<file path="src/rtl/receiver_if.sv">
// ---------------------------------------------------------------------------
// receiver_if : RX frame slot memory write bus.
//
// One 16-bit word is written per cycle in which slot_rx_eth_wr_en is high.
//   slot_rx_eth_data     16  write data, first wire byte in [15:8]
//   slot_rx_eth_byte_en   2  byte enables, [1] -> [15:8], [0] -> [7:0]
//   slot_rx_eth_addr     14  word address
//   slot_rx_eth_wr_en     1  write strobe
// The master modport is the writer (receiver); slave is the slot memory.
// ---------------------------------------------------------------------------
interface receiver_if;
    logic [15:0] slot_rx_eth_data;
    logic [1:0]  slot_rx_eth_byte_en;
    logic [13:0] slot_rx_eth_addr;
    logic        slot_rx_eth_wr_en;

    modport master (
        output slot_rx_eth_data,
        output slot_rx_eth_byte_en,
        output slot_rx_eth_addr,
        output slot_rx_eth_wr_en
    );

    modport slave (
        input slot_rx_eth_data,
        input slot_rx_eth_byte_en,
        input slot_rx_eth_addr,
        input slot_rx_eth_wr_en
    );
endinterface

</file>
<file path="src/rtl/receiver.sv">
// ---------------------------------------------------------------------------
// receiver : GMII receive path.
//
// Deframes Ethernet frames on gmii_rx_clk, checks length (and optionally
// FCS), and writes each frame into the RX slot memory as an 8-word header
// followed by the frame bytes. A frame becomes visible only when mem_wr_ptr
// is advanced past it; dropped frames never move mem_wr_ptr.
//
// Ports:
//   gmii_rx_clk     receive clock, all logic runs on it
//   sys_rst         asynchronous active-high reset
//   global_counter  64-bit timestamp source (synchronous to gmii_rx_clk)
//   gmii_rxd/_dv/_er GMII receive inputs
//   slot            receiver_if.master, slot memory write bus
//   mem_rd_ptr      consumer read pointer (words)
//   mem_wr_ptr      commit pointer (words)
//   rx_drop_cnt     saturating dropped-frame count
//
// Build option: define RX_FCS_CHECK_EN to enable the CRC-32 residue check.
// Without it no CRC logic exists and only length/error checks drop frames.
// ---------------------------------------------------------------------------
module receiver #(
    parameter logic [15:0] MAGIC   = 16'h5555,
    parameter logic [15:0] MIN_LEN = 16'd60,
    parameter logic [15:0] MAX_LEN = 16'd1514
) (
    input  logic        gmii_rx_clk,
    input  logic        sys_rst,
    input  logic [63:0] global_counter,
    input  logic [7:0]  gmii_rxd,
    input  logic        gmii_rx_dv,
    input  logic        gmii_rx_er,
    receiver_if.master  slot,
    input  logic [13:0] mem_rd_ptr,
    output logic [13:0] mem_wr_ptr,
    output logic [15:0] rx_drop_cnt
);
    localparam logic [2:0] S_IDLE  = 3'd0;
    localparam logic [2:0] S_PRE   = 3'd1;
    localparam logic [2:0] S_DATA  = 3'd2;
    localparam logic [2:0] S_FLUSH = 3'd3;
    localparam logic [2:0] S_HDR   = 3'd4;
    localparam logic [2:0] S_DROP  = 3'd5;

    // Largest possible frame (1514 + FCS) occupies 8 + 759 words.
    localparam logic [13:0] FREE_MIN = 14'd767;

    logic [2:0]  state;
    logic [15:0] byte_cnt;
    logic [2:0]  hdr_idx;
    logic        drop_cnt_en;
    logic        dv_q;

    logic [63:0] ts;
    logic [13:0] base;
    logic [31:0] last4;
    logic [15:0] frame_len;

    logic [13:0] free;
    logic        sfd_hit;
    logic        data_byte;
    logic [15:0] cnt_nxt;
    logic [13:0] data_addr;
    logic [13:0] len_words;
    logic [15:0] hdr_word;
    logic        fcs_ok;

    function automatic logic [15:0] sat_inc(input logic [15:0] v);
        return (v == 16'hFFFF) ? v : v + 16'd1;
    endfunction

    assign free      = mem_rd_ptr - mem_wr_ptr - 14'd1;
    assign sfd_hit   = (state == S_PRE) && gmii_rx_dv && !gmii_rx_er && (gmii_rxd == 8'hD5);
    assign data_byte = (state == S_DATA) && gmii_rx_dv && !gmii_rx_er;
    assign cnt_nxt   = byte_cnt + 16'd1;
    // Word holding byte index byte_cnt (odd byte) or pending byte count-1 (flush).
    assign data_addr = base + 14'd8 + byte_cnt[14:1];
    assign len_words = frame_len[14:1] + {13'd0, frame_len[0]};

    always_comb begin
        hdr_word = MAGIC;
        case (hdr_idx)
            3'd0:    hdr_word = MAGIC;
            3'd1:    hdr_word = frame_len;
            3'd2:    hdr_word = ts[63:48];
            3'd3:    hdr_word = ts[47:32];
            3'd4:    hdr_word = ts[31:16];
            3'd5:    hdr_word = ts[15:0];
            3'd6:    hdr_word = last4[31:16];
            default: hdr_word = last4[15:0];
        endcase
    end

`ifdef RX_FCS_CHECK_EN
    // MSB-first register fed LSB-first per byte; equals the bit-reversed
    // form of the usual reflected CRC, so the good-frame residue is C704DD7B.
    logic [31:0] crc;

    function automatic logic [31:0] crc_step(input logic [31:0] c, input logic [7:0] d);
        logic [31:0] r;
        r = c;
        for (int i = 0; i < 8; i++) begin
            if (r[31] ^ d[i]) r = {r[30:0], 1'b0} ^ 32'h04C11DB7;
            else              r = {r[30:0], 1'b0};
        end
        return r;
    endfunction

    always_ff @(posedge gmii_rx_clk) begin
        if (sfd_hit)        crc <= 32'hFFFFFFFF;
        else if (data_byte) crc <= crc_step(crc, gmii_rxd);
    end

    assign fcs_ok = (crc == 32'hC704DD7B);
`else
    assign fcs_ok = 1'b1;
`endif

    // Frame data captures; no reset needed, qualified by the FSM strobes.
    always_ff @(posedge gmii_rx_clk) begin
        if (sfd_hit) begin
            ts   <= global_counter;
            base <= mem_wr_ptr;
        end
        // last4[7:0] doubles as the held even byte; last4 ends as the FCS.
        if (data_byte) last4 <= {last4[23:0], gmii_rxd};
        if (state == S_FLUSH) frame_len <= byte_cnt - 16'd4;
    end

    always_ff @(posedge gmii_rx_clk or posedge sys_rst) begin
        if (sys_rst) begin
            state                    <= S_IDLE;
            byte_cnt                 <= 16'd0;
            hdr_idx                  <= 3'd0;
            drop_cnt_en              <= 1'b0;
            // Assume the line is mid-frame until dv has been seen low.
            dv_q                     <= 1'b1;
            mem_wr_ptr               <= 14'd0;
            rx_drop_cnt              <= 16'd0;
            slot.slot_rx_eth_data    <= 16'd0;
            slot.slot_rx_eth_byte_en <= 2'b00;
            slot.slot_rx_eth_addr    <= 14'd0;
            slot.slot_rx_eth_wr_en   <= 1'b0;
        end else begin
            dv_q                   <= gmii_rx_dv;
            slot.slot_rx_eth_wr_en <= 1'b0;
            case (state)
                S_IDLE: begin
                    if (gmii_rx_dv) begin
                        // dv already high last cycle: a frame we missed the start of.
                        if (dv_q) begin
                            state       <= S_DROP;
                            drop_cnt_en <= 1'b0;
                        end else if (gmii_rxd == 8'h55) begin
                            state <= S_PRE;
                        end else begin
                            state       <= S_DROP;
                            drop_cnt_en <= 1'b1;
                        end
                    end
                end
                S_PRE: begin
                    if (!gmii_rx_dv) begin
                        state <= S_IDLE;
                    end else if (gmii_rx_er) begin
                        state       <= S_DROP;
                        drop_cnt_en <= 1'b1;
                    end else if (gmii_rxd == 8'hD5) begin
                        byte_cnt <= 16'd0;
                        if (free < FREE_MIN) begin
                            state       <= S_DROP;
                            drop_cnt_en <= 1'b1;
                        end else begin
                            state <= S_DATA;
                        end
                    end else if (gmii_rxd != 8'h55) begin
                        state       <= S_DROP;
                        drop_cnt_en <= 1'b1;
                    end
                end
                S_DATA: begin
                    if (!gmii_rx_dv) begin
                        state <= S_FLUSH;
                    end else if (gmii_rx_er || (cnt_nxt > (MAX_LEN + 16'd4))) begin
                        state       <= S_DROP;
                        drop_cnt_en <= 1'b1;
                    end else begin
                        byte_cnt <= cnt_nxt;
                        if (byte_cnt[0]) begin
                            slot.slot_rx_eth_wr_en   <= 1'b1;
                            slot.slot_rx_eth_data    <= {last4[7:0], gmii_rxd};
                            slot.slot_rx_eth_byte_en <= 2'b11;
                            slot.slot_rx_eth_addr    <= data_addr;
                        end
                    end
                end
                S_FLUSH: begin
                    if (byte_cnt[0]) begin
                        slot.slot_rx_eth_wr_en   <= 1'b1;
                        slot.slot_rx_eth_data    <= {last4[7:0], 8'h00};
                        slot.slot_rx_eth_byte_en <= 2'b10;
                        slot.slot_rx_eth_addr    <= data_addr;
                    end
                    if ((byte_cnt >= (MIN_LEN + 16'd4)) && fcs_ok) begin
                        state   <= S_HDR;
                        hdr_idx <= 3'd0;
                    end else begin
                        state       <= S_IDLE;
                        rx_drop_cnt <= sat_inc(rx_drop_cnt);
                    end
                end
                S_HDR: begin
                    slot.slot_rx_eth_wr_en   <= 1'b1;
                    slot.slot_rx_eth_data    <= hdr_word;
                    slot.slot_rx_eth_byte_en <= 2'b11;
                    slot.slot_rx_eth_addr    <= base + {11'd0, hdr_idx};
                    hdr_idx                  <= hdr_idx + 3'd1;
                    if (hdr_idx == 3'd7) begin
                        mem_wr_ptr <= base + 14'd8 + len_words;
                        state      <= S_IDLE;
                    end
                end
                S_DROP: begin
                    if (!gmii_rx_dv) begin
                        if (drop_cnt_en) rx_drop_cnt <= sat_inc(rx_drop_cnt);
                        state <= S_IDLE;
                    end
                end
                default: state <= S_IDLE;
            endcase
        end
    end
endmodule

</file>
<file path="src/flat_wrapper.sv">
// flat-port wrapper written by rule: the top's interface ports become plain ports
module receiver_flat 
#(
    parameter logic [15:0] MAGIC   = 16'h5555,
    parameter logic [15:0] MIN_LEN = 16'd60,
    parameter logic [15:0] MAX_LEN = 16'd1514
)
  (gmii_rx_clk, sys_rst, global_counter, gmii_rxd, gmii_rx_dv, gmii_rx_er, mem_rd_ptr, mem_wr_ptr, rx_drop_cnt, slot_slot_rx_eth_data, slot_slot_rx_eth_byte_en, slot_slot_rx_eth_addr, slot_slot_rx_eth_wr_en);
  receiver_if slot_i ();
  input  logic gmii_rx_clk;
  input  logic sys_rst;
  input  logic [63:0] global_counter;
  input  logic [7:0] gmii_rxd;
  input  logic gmii_rx_dv;
  input  logic gmii_rx_er;
  input  logic [13:0] mem_rd_ptr;
  output logic [13:0] mem_wr_ptr;
  output logic [15:0] rx_drop_cnt;
  output wire logic [$bits(slot_i.slot_rx_eth_data)-1:0] slot_slot_rx_eth_data;
  output wire logic [$bits(slot_i.slot_rx_eth_byte_en)-1:0] slot_slot_rx_eth_byte_en;
  output wire logic [$bits(slot_i.slot_rx_eth_addr)-1:0] slot_slot_rx_eth_addr;
  output wire logic [$bits(slot_i.slot_rx_eth_wr_en)-1:0] slot_slot_rx_eth_wr_en;
  assign slot_slot_rx_eth_data = slot_i.slot_rx_eth_data;
  assign slot_slot_rx_eth_byte_en = slot_i.slot_rx_eth_byte_en;
  assign slot_slot_rx_eth_addr = slot_i.slot_rx_eth_addr;
  assign slot_slot_rx_eth_wr_en = slot_i.slot_rx_eth_wr_en;
  receiver #(.MAGIC(MAGIC), .MIN_LEN(MIN_LEN), .MAX_LEN(MAX_LEN)) u_core (.gmii_rx_clk(gmii_rx_clk), .sys_rst(sys_rst), .global_counter(global_counter), .gmii_rxd(gmii_rxd), .gmii_rx_dv(gmii_rx_dv), .gmii_rx_er(gmii_rx_er), .slot(slot_i), .mem_rd_ptr(mem_rd_ptr), .mem_wr_ptr(mem_wr_ptr), .rx_drop_cnt(rx_drop_cnt));
endmodule
</file>
<file path="config.mk">
export PLATFORM = sky130hd
export DESIGN_NAME = receiver_flat
export DESIGN_NICKNAME = d
export VERILOG_FILES = /design/src/rtl/receiver_if.sv /design/src/rtl/receiver.sv /design/src/flat_wrapper.sv
export SDC_FILE = /design/constraint.sdc
export NUM_CORES = 1
export LEC_CHECK = 0
export CELL_PAD_IN_SITES_DETAIL_PLACEMENT = 1
export CELL_PAD_IN_SITES_GLOBAL_PLACEMENT = 2
export CORE_ASPECT_RATIO = 0.7
export CORE_MARGIN = 8
export CORE_UTILIZATION = 37
export CTS_CLUSTER_SIZE = 28
export DETAILED_ROUTE_END_ITERATION = 10
export PLACE_DENSITY_LB_ADDON = 0.1
export SLEW_MARGIN = 20
export SYNTH_ARGS = -nofsm -noshare
export SYNTH_HDL_FRONTEND = slang
export SYNTH_SLANG_ARGS = --single-unit
</file>
<file path="constraint.sdc">
create_clock -name gmii_rx_clk -period 6.1 [get_ports gmii_rx_clk]
set_input_delay 1.22 -clock gmii_rx_clk [delete_from_list [all_inputs] [get_ports gmii_rx_clk]]
set_output_delay 1.22 -clock gmii_rx_clk [all_outputs]
set_load 0.005 [all_outputs]
</file>
# ---- After elaboration in Yosys (flattened, before gate mapping)
# Index checks and enable logic that the tools add are counted.
dict set report word_totals {
  reg_bits 213
  in_bits 90
  out_inout_bits 63
  wordCells 143
}
dict set report op_classes {
  addsub 11
  magnitude_cmp 3
  n_eq_ne 35
  muxes 57
  n_reduce_logical 22
}
# cell count
set op_table {}
lappend op_table {{$mux 16} 13}
lappend op_table {{$pmux 16 s7} 1}
lappend op_table {{$pmux 16 s2} 2}
lappend op_table {{$pmux 16 s3} 1}
lappend op_table {{$mux 14} 3}
lappend op_table {{$mux 3} 14}
lappend op_table {{$pmux 14 s3} 1}
lappend op_table {{$add 16x1->16 const B} 2}
lappend op_table {{$add 14x14->14} 2}
lappend op_table {{$ne 2x2->1 const B} 10}
lappend op_table {{$eq 3x3->1 const B} 6}
lappend op_table {{$pmux 3 s6} 1}
lappend op_table {{$eq 16x16->1 const B} 1}
lappend op_table {{$ge 16x7->1 const B} 1}
lappend op_table {{$gt 16x11->1 const B} 1}
lappend op_table {{$sub 16x3->16 const B} 1}
lappend op_table {{$add 14x1->14} 1}
lappend op_table {{$add 14x3->14} 1}
lappend op_table {{$add 14x4->14 const B} 1}
lappend op_table {{$lt 14x10->1 const B} 1}
lappend op_table {{$sub 14x1->14 const B} 1}
lappend op_table {{$sub 14x14->14} 1}
lappend op_table {{$mux 1} 13}
lappend op_table {{$eq 3x2->1 const B} 4}
lappend op_table {{26 further kinds} 45}

# ---- Longest topological paths before layout
dict set report logic_depth {
  ltp_word 8
  mapped_depth 12
  mapped_depth_nobuf 12
}

# ---- Worst setup path before layout
# Ideal clock, no wire load.
dict set report synth_path {
  path_type {input -> register}
  from {in gmii_rxd[3]}
  to {reg u_core.base[0], enable pin}
  arrival_time_ps 5338
  slack_ps 247
  stages 4
  path_buffers 0
  path_cell_list {nor4bb_1 nand4_1 or3_1 nor2_1}
}
dict set report synth_between {
  elab_chain_cells 2
}
# item line_no
set synth_lines {}
lappend synth_lines {{start, declared} flat_wrapper.sv:13} ;# input logic [7:0] gmii_rxd;
lappend synth_lines {{$eq 8x8->1} receiver.sv:73} ;# assign sfd_hit = (state == S_PRE) && gmii_rx_dv && !gmii_rx_er && (gmii_rxd == 8'hD5);
lappend synth_lines {{$logic_and 1x1->1} receiver.sv:73}
lappend synth_lines {{named net u_core.sfd_hit} receiver.sv:60} ;# logic sfd_hit;
lappend synth_lines {{end signal, assigned} receiver.sv:123} ;# base <= mem_wr_ptr;
lappend synth_lines {{end, declared} receiver.sv:55} ;# logic [13:0] base;
# The timed path passes the listed nets, and every way through them passes these cells.
# A chain may end at the register's enable or synchronous reset.

# ---- Worst setup path after layout
dict set report layout_path {
  from {reg u_core.byte_cnt[0]}
  to {reg u_core.slot.slot_rx_eth_addr[6]}
}
dict set report layout_between {
  elab_chain_cells 5
  elab_cells_between_ends 9
}
# item line_no
set layout_lines {}
lappend layout_lines {{start, declared} receiver.sv:49} ;# logic [15:0] byte_cnt;
lappend layout_lines {{start signal, assigned} receiver.sv:188} ;# byte_cnt <= cnt_nxt;
lappend layout_lines {{$add 16x1->16} receiver.sv:75} ;# assign cnt_nxt = byte_cnt + 16'd1;
lappend layout_lines {{$gt 16x11->1} receiver.sv:184} ;# end else if (gmii_rx_er || (cnt_nxt > (MAX_LEN + 16'd4))) begin
lappend layout_lines {{$logic_or 1x1->1} receiver.sv:184}
lappend layout_lines {{$ne 2x2->1 (no line)} n/a}
lappend layout_lines {{$reduce_and 3->1 (no line)} n/a}
lappend layout_lines {{end signal, assigned} receiver.sv:193} ;# slot.slot_rx_eth_addr <= data_addr;
lappend layout_lines {{end signal, assigned} receiver.sv:202} ;# slot.slot_rx_eth_addr <= data_addr;
lappend layout_lines {{end signal, assigned} receiver.sv:216} ;# slot.slot_rx_eth_addr <= base + {11'd0, hdr_idx};
lappend layout_lines {{end, declared} receiver_if.sv:20} ;# output slot_rx_eth_addr,
# Parallel ways exist; a longest one is shown, timed or not. The select of a mux whose other input is x is not followed.

==> out/results.ini <==
[sta]
fin_crit_ps=4080
fin_crit_sh_pct=66.8
timing.hold.ws_ps=445
tightest_slew_ps=959
finClkSkew_ps=8.98
slew_violations=0
fmax_mhz=245
finalSetupViolations=0
hold_viol_final=0
slew_headroom_pct=35.2
totalNegativeSetupSlack_ps=0
rsz0062_at_grt=false

[yosys]
synth_nets=1158
synthArstFlopShare_pct=40.8
avgSynthCellArea_um2=11.2
synth_edf_count=126
synth_seq_area_share_pct=52.7
yosysWarningCount=0
synth_cell_types=70
syn_area_um2=11300
synth.area.top_cells=edfxtp_1 (33%), dfrtp_1 (19%), ha_1 (6.1%)
synth_top_area_share_pct=33.5
synth.ff_latch_count=213
synth_top_area_cell=edfxtp_1
ys.flop_type=edfxtp_1
netlist_instances=1008

[clock_tree]
clk_path_buf_depth=3
holdBufCountCts=0
cts-resized-gates=0
root_buffer=clkbuf_16
clock_latency_ps=520
clk_pin_slew_ps=70
cts_tree=yes
post-cts-setup-buffer-count=0
cts_buffers=23
cts.sink_count=213
htree_levels=1

[pwr]
p_leak_nw=5.49
power.density_nw_per_um2=366
irDropWorstVdd_mv=0.193

[detailed_routing]
detail-route-antenna-nets=0
post-route-drc-count=0
via_per_inst=5.40
vias=8518
wire_per_inst_um=23.1
finalWirelength_um=36400
first_iter_violations=652
drtPass1Iterations=5

[global_routing]
grt_max_degree=79
antenna_found_initial=2
grt_first_pass_wirelength_um=56100
first_global_vias=8950
grt_usage_pct=19.7
overflow=0

[layout]
drive_gt1_share_pct=7.80
n_fill_cell=3228
final_cell_mix=clkdlybuf4s50_1 (152), edfxtp_1 (126), dfrtp_1 (86)
syn_to_final_growth_pct=24.5
diodes=0
final_common_cell=clkdlybuf4s50_1
nNetsFinal=1300
seq_area_um2=5960
multiInputGateArea_um2=4980

[setup_path]
rrSetupSlack_ps=2020
crit_fanout=33
path_class=flop to flop
start_kind=flop
worst-r2r-cell-count=10
critPathArrivalTime_ps=4470
rr_endpoint=u_core.slot.slot_rx_eth_addr[6]$_DFFE_PP0P_
cp_data_required_time_ps=6500
critical_path.startpoint=u_core.byte_cnt[0]$_DFFE_PP0P_
timing.rr.start=u_core.byte_cnt[0]$_DFFE_PP0P_
crit_path_end_kind=flop
endpoint=u_core.slot.slot_rx_eth_addr[6]$_DFFE_PP0P_

[placement]
numPortBuffers=152
gp_congestion=0.817
dp_hpwl_um=26800

[floorplanning]
dieHeight_um=162
core_area_um2=30000
rows=53
die_w_um=225
start_util_pct=37.6
die_area_um2=36500
io_pins=153

[hold_path]
hold_class=flop to flop
hp-start=u_core.last4[18]$_DFFE_PP_

[job]
cap_violations=0

[status]
status=complete, no violations

-- critical path: stages (launching register included) --
cell       delay [ps]
dfrtp_1           500
ha_1              330
and3_1            260
o41a_1            430
a211o_1           280
a2111oi_2         290
nand4_1           470
o21a_1            370
o21ai_4           120
buf_4             450
mux2_2            400
-- cell usage after synthesis (10+ instances only) --
master    instances
nand2b_1         12
a21o_1           22
mux2_2           34
inv_1            48
xor2_1           37
a21oi_1          58
and3_1           10
dfrtp_1          86
nand2_1          81
edfxtp_1        126
o31ai_1          15
nand3_1          29
nor2b_1          10
nor2_1           46
nor3_1           29
ha_1             55
clkbuf_1         35
a222oi_1         17
nand4_1          10
xnor2_1          42
or3_1            11
o21ai_0          58
-- kinds of logic after synthesis --
| group | share of synthesized area, % |
|---|---|
| xor+xnor | 6.12 |
| mux | 3.86 |
| fa+ha+maj | 6.97 |
| compound gates | 14.8 |
| flops | 52.7 |
| buf+inv | 3.46 |
| simple gates | 12.1 |
-- layout make-up --
| class | instances | area share (%) |
|---|---|---|
| sequential | 213 | 42.3 |
| multi-input combinational | 699 | 35.4 |
| timing repair buffer | 164 | 11.5 |
| clock buffer | 33 | 4.43 |
| tap | 412 | 3.66 |
| clock inverter | 8 | 1.33 |
| inverter | 49 | 1.32 |
-- sequential cells by signal, indices dropped and copies added (netlist names) --
register                         flops
u_core.frame_len                    16
u_core.base                         14
u_core.slot.slot_rx_eth_addr        14
u_core.hdr_idx                       3
u_core.slot.slot_rx_eth_byte_en      2
u_core.mem_wr_ptr                   14
u_core.state                         3
u_core.last4                        32
u_core.slot.slot_rx_eth_wr_en        1
u_core.slot.slot_rx_eth_data        16
u_core.drop_cnt_en                   1
u_core.rx_drop_cnt                  16
u_core.dv_q                          1
u_core.byte_cnt                     16
u_core.ts                           64
-- worst min-delay path by stage --
stage                                 end  slack, ps  depth (start not counted)
2_1_floorplan  u_core.last4[26]$_DFFE_PP_        420                          0
3_3_place_gp   u_core.last4[26]$_DFFE_PP_        430                          0
3_5_place_dp   u_core.last4[26]$_DFFE_PP_        430                          0
4_1_cts        u_core.last4[26]$_DFFE_PP_        450                          0
5_1_grt        u_core.last4[26]$_DFFE_PP_        460                          0
6_report       u_core.last4[26]$_DFFE_PP_        440                          0
-- routing by layer --
| layer | global-route usage (%) | part of all wire (%) | vias to the layer above |
|---|---|---|---|
| li1 | - | - | 4021 |
| met1 | 29.8 | 50 | 4264 |
| met2 | 28.9 | 43 | 187 |
| met3 | 4.20 | 5.5 | 42 |
| met4 | 3.38 | 1.5 | 4 |
| met5 | 0 | 0.060 | - |
-- through the flow --
stage / power [mW] / instance area [um^2] / utilization [%] / std cells / setup WS, ps
finish: 5.16 / 14100 / 46.9 / 1578 / 2020
CTS: 5.21 / 14100 / 46.9 / 1578 / 2020
global placement: 3.61 / 13300 / 44.2 / 1537 / 1790
global route: 5.43 / 14100 / 46.9 / 1578 / 1800
floorplan: 2.83 / 11300 / - / 1008 / 247
detailed placement: 3.65 / 13300 / 44.2 / 1537 / 1620
-- power by group --
group          internal [mW]  switching, mW  leakage [nW]
clock                  0.961          0.579         0.389
combinational          0.827          0.914          2.84
sequential              1.71          0.162          2.26
total                   3.50           1.65          5.49
No activity file was read; power rests on OpenSTA's default activity.
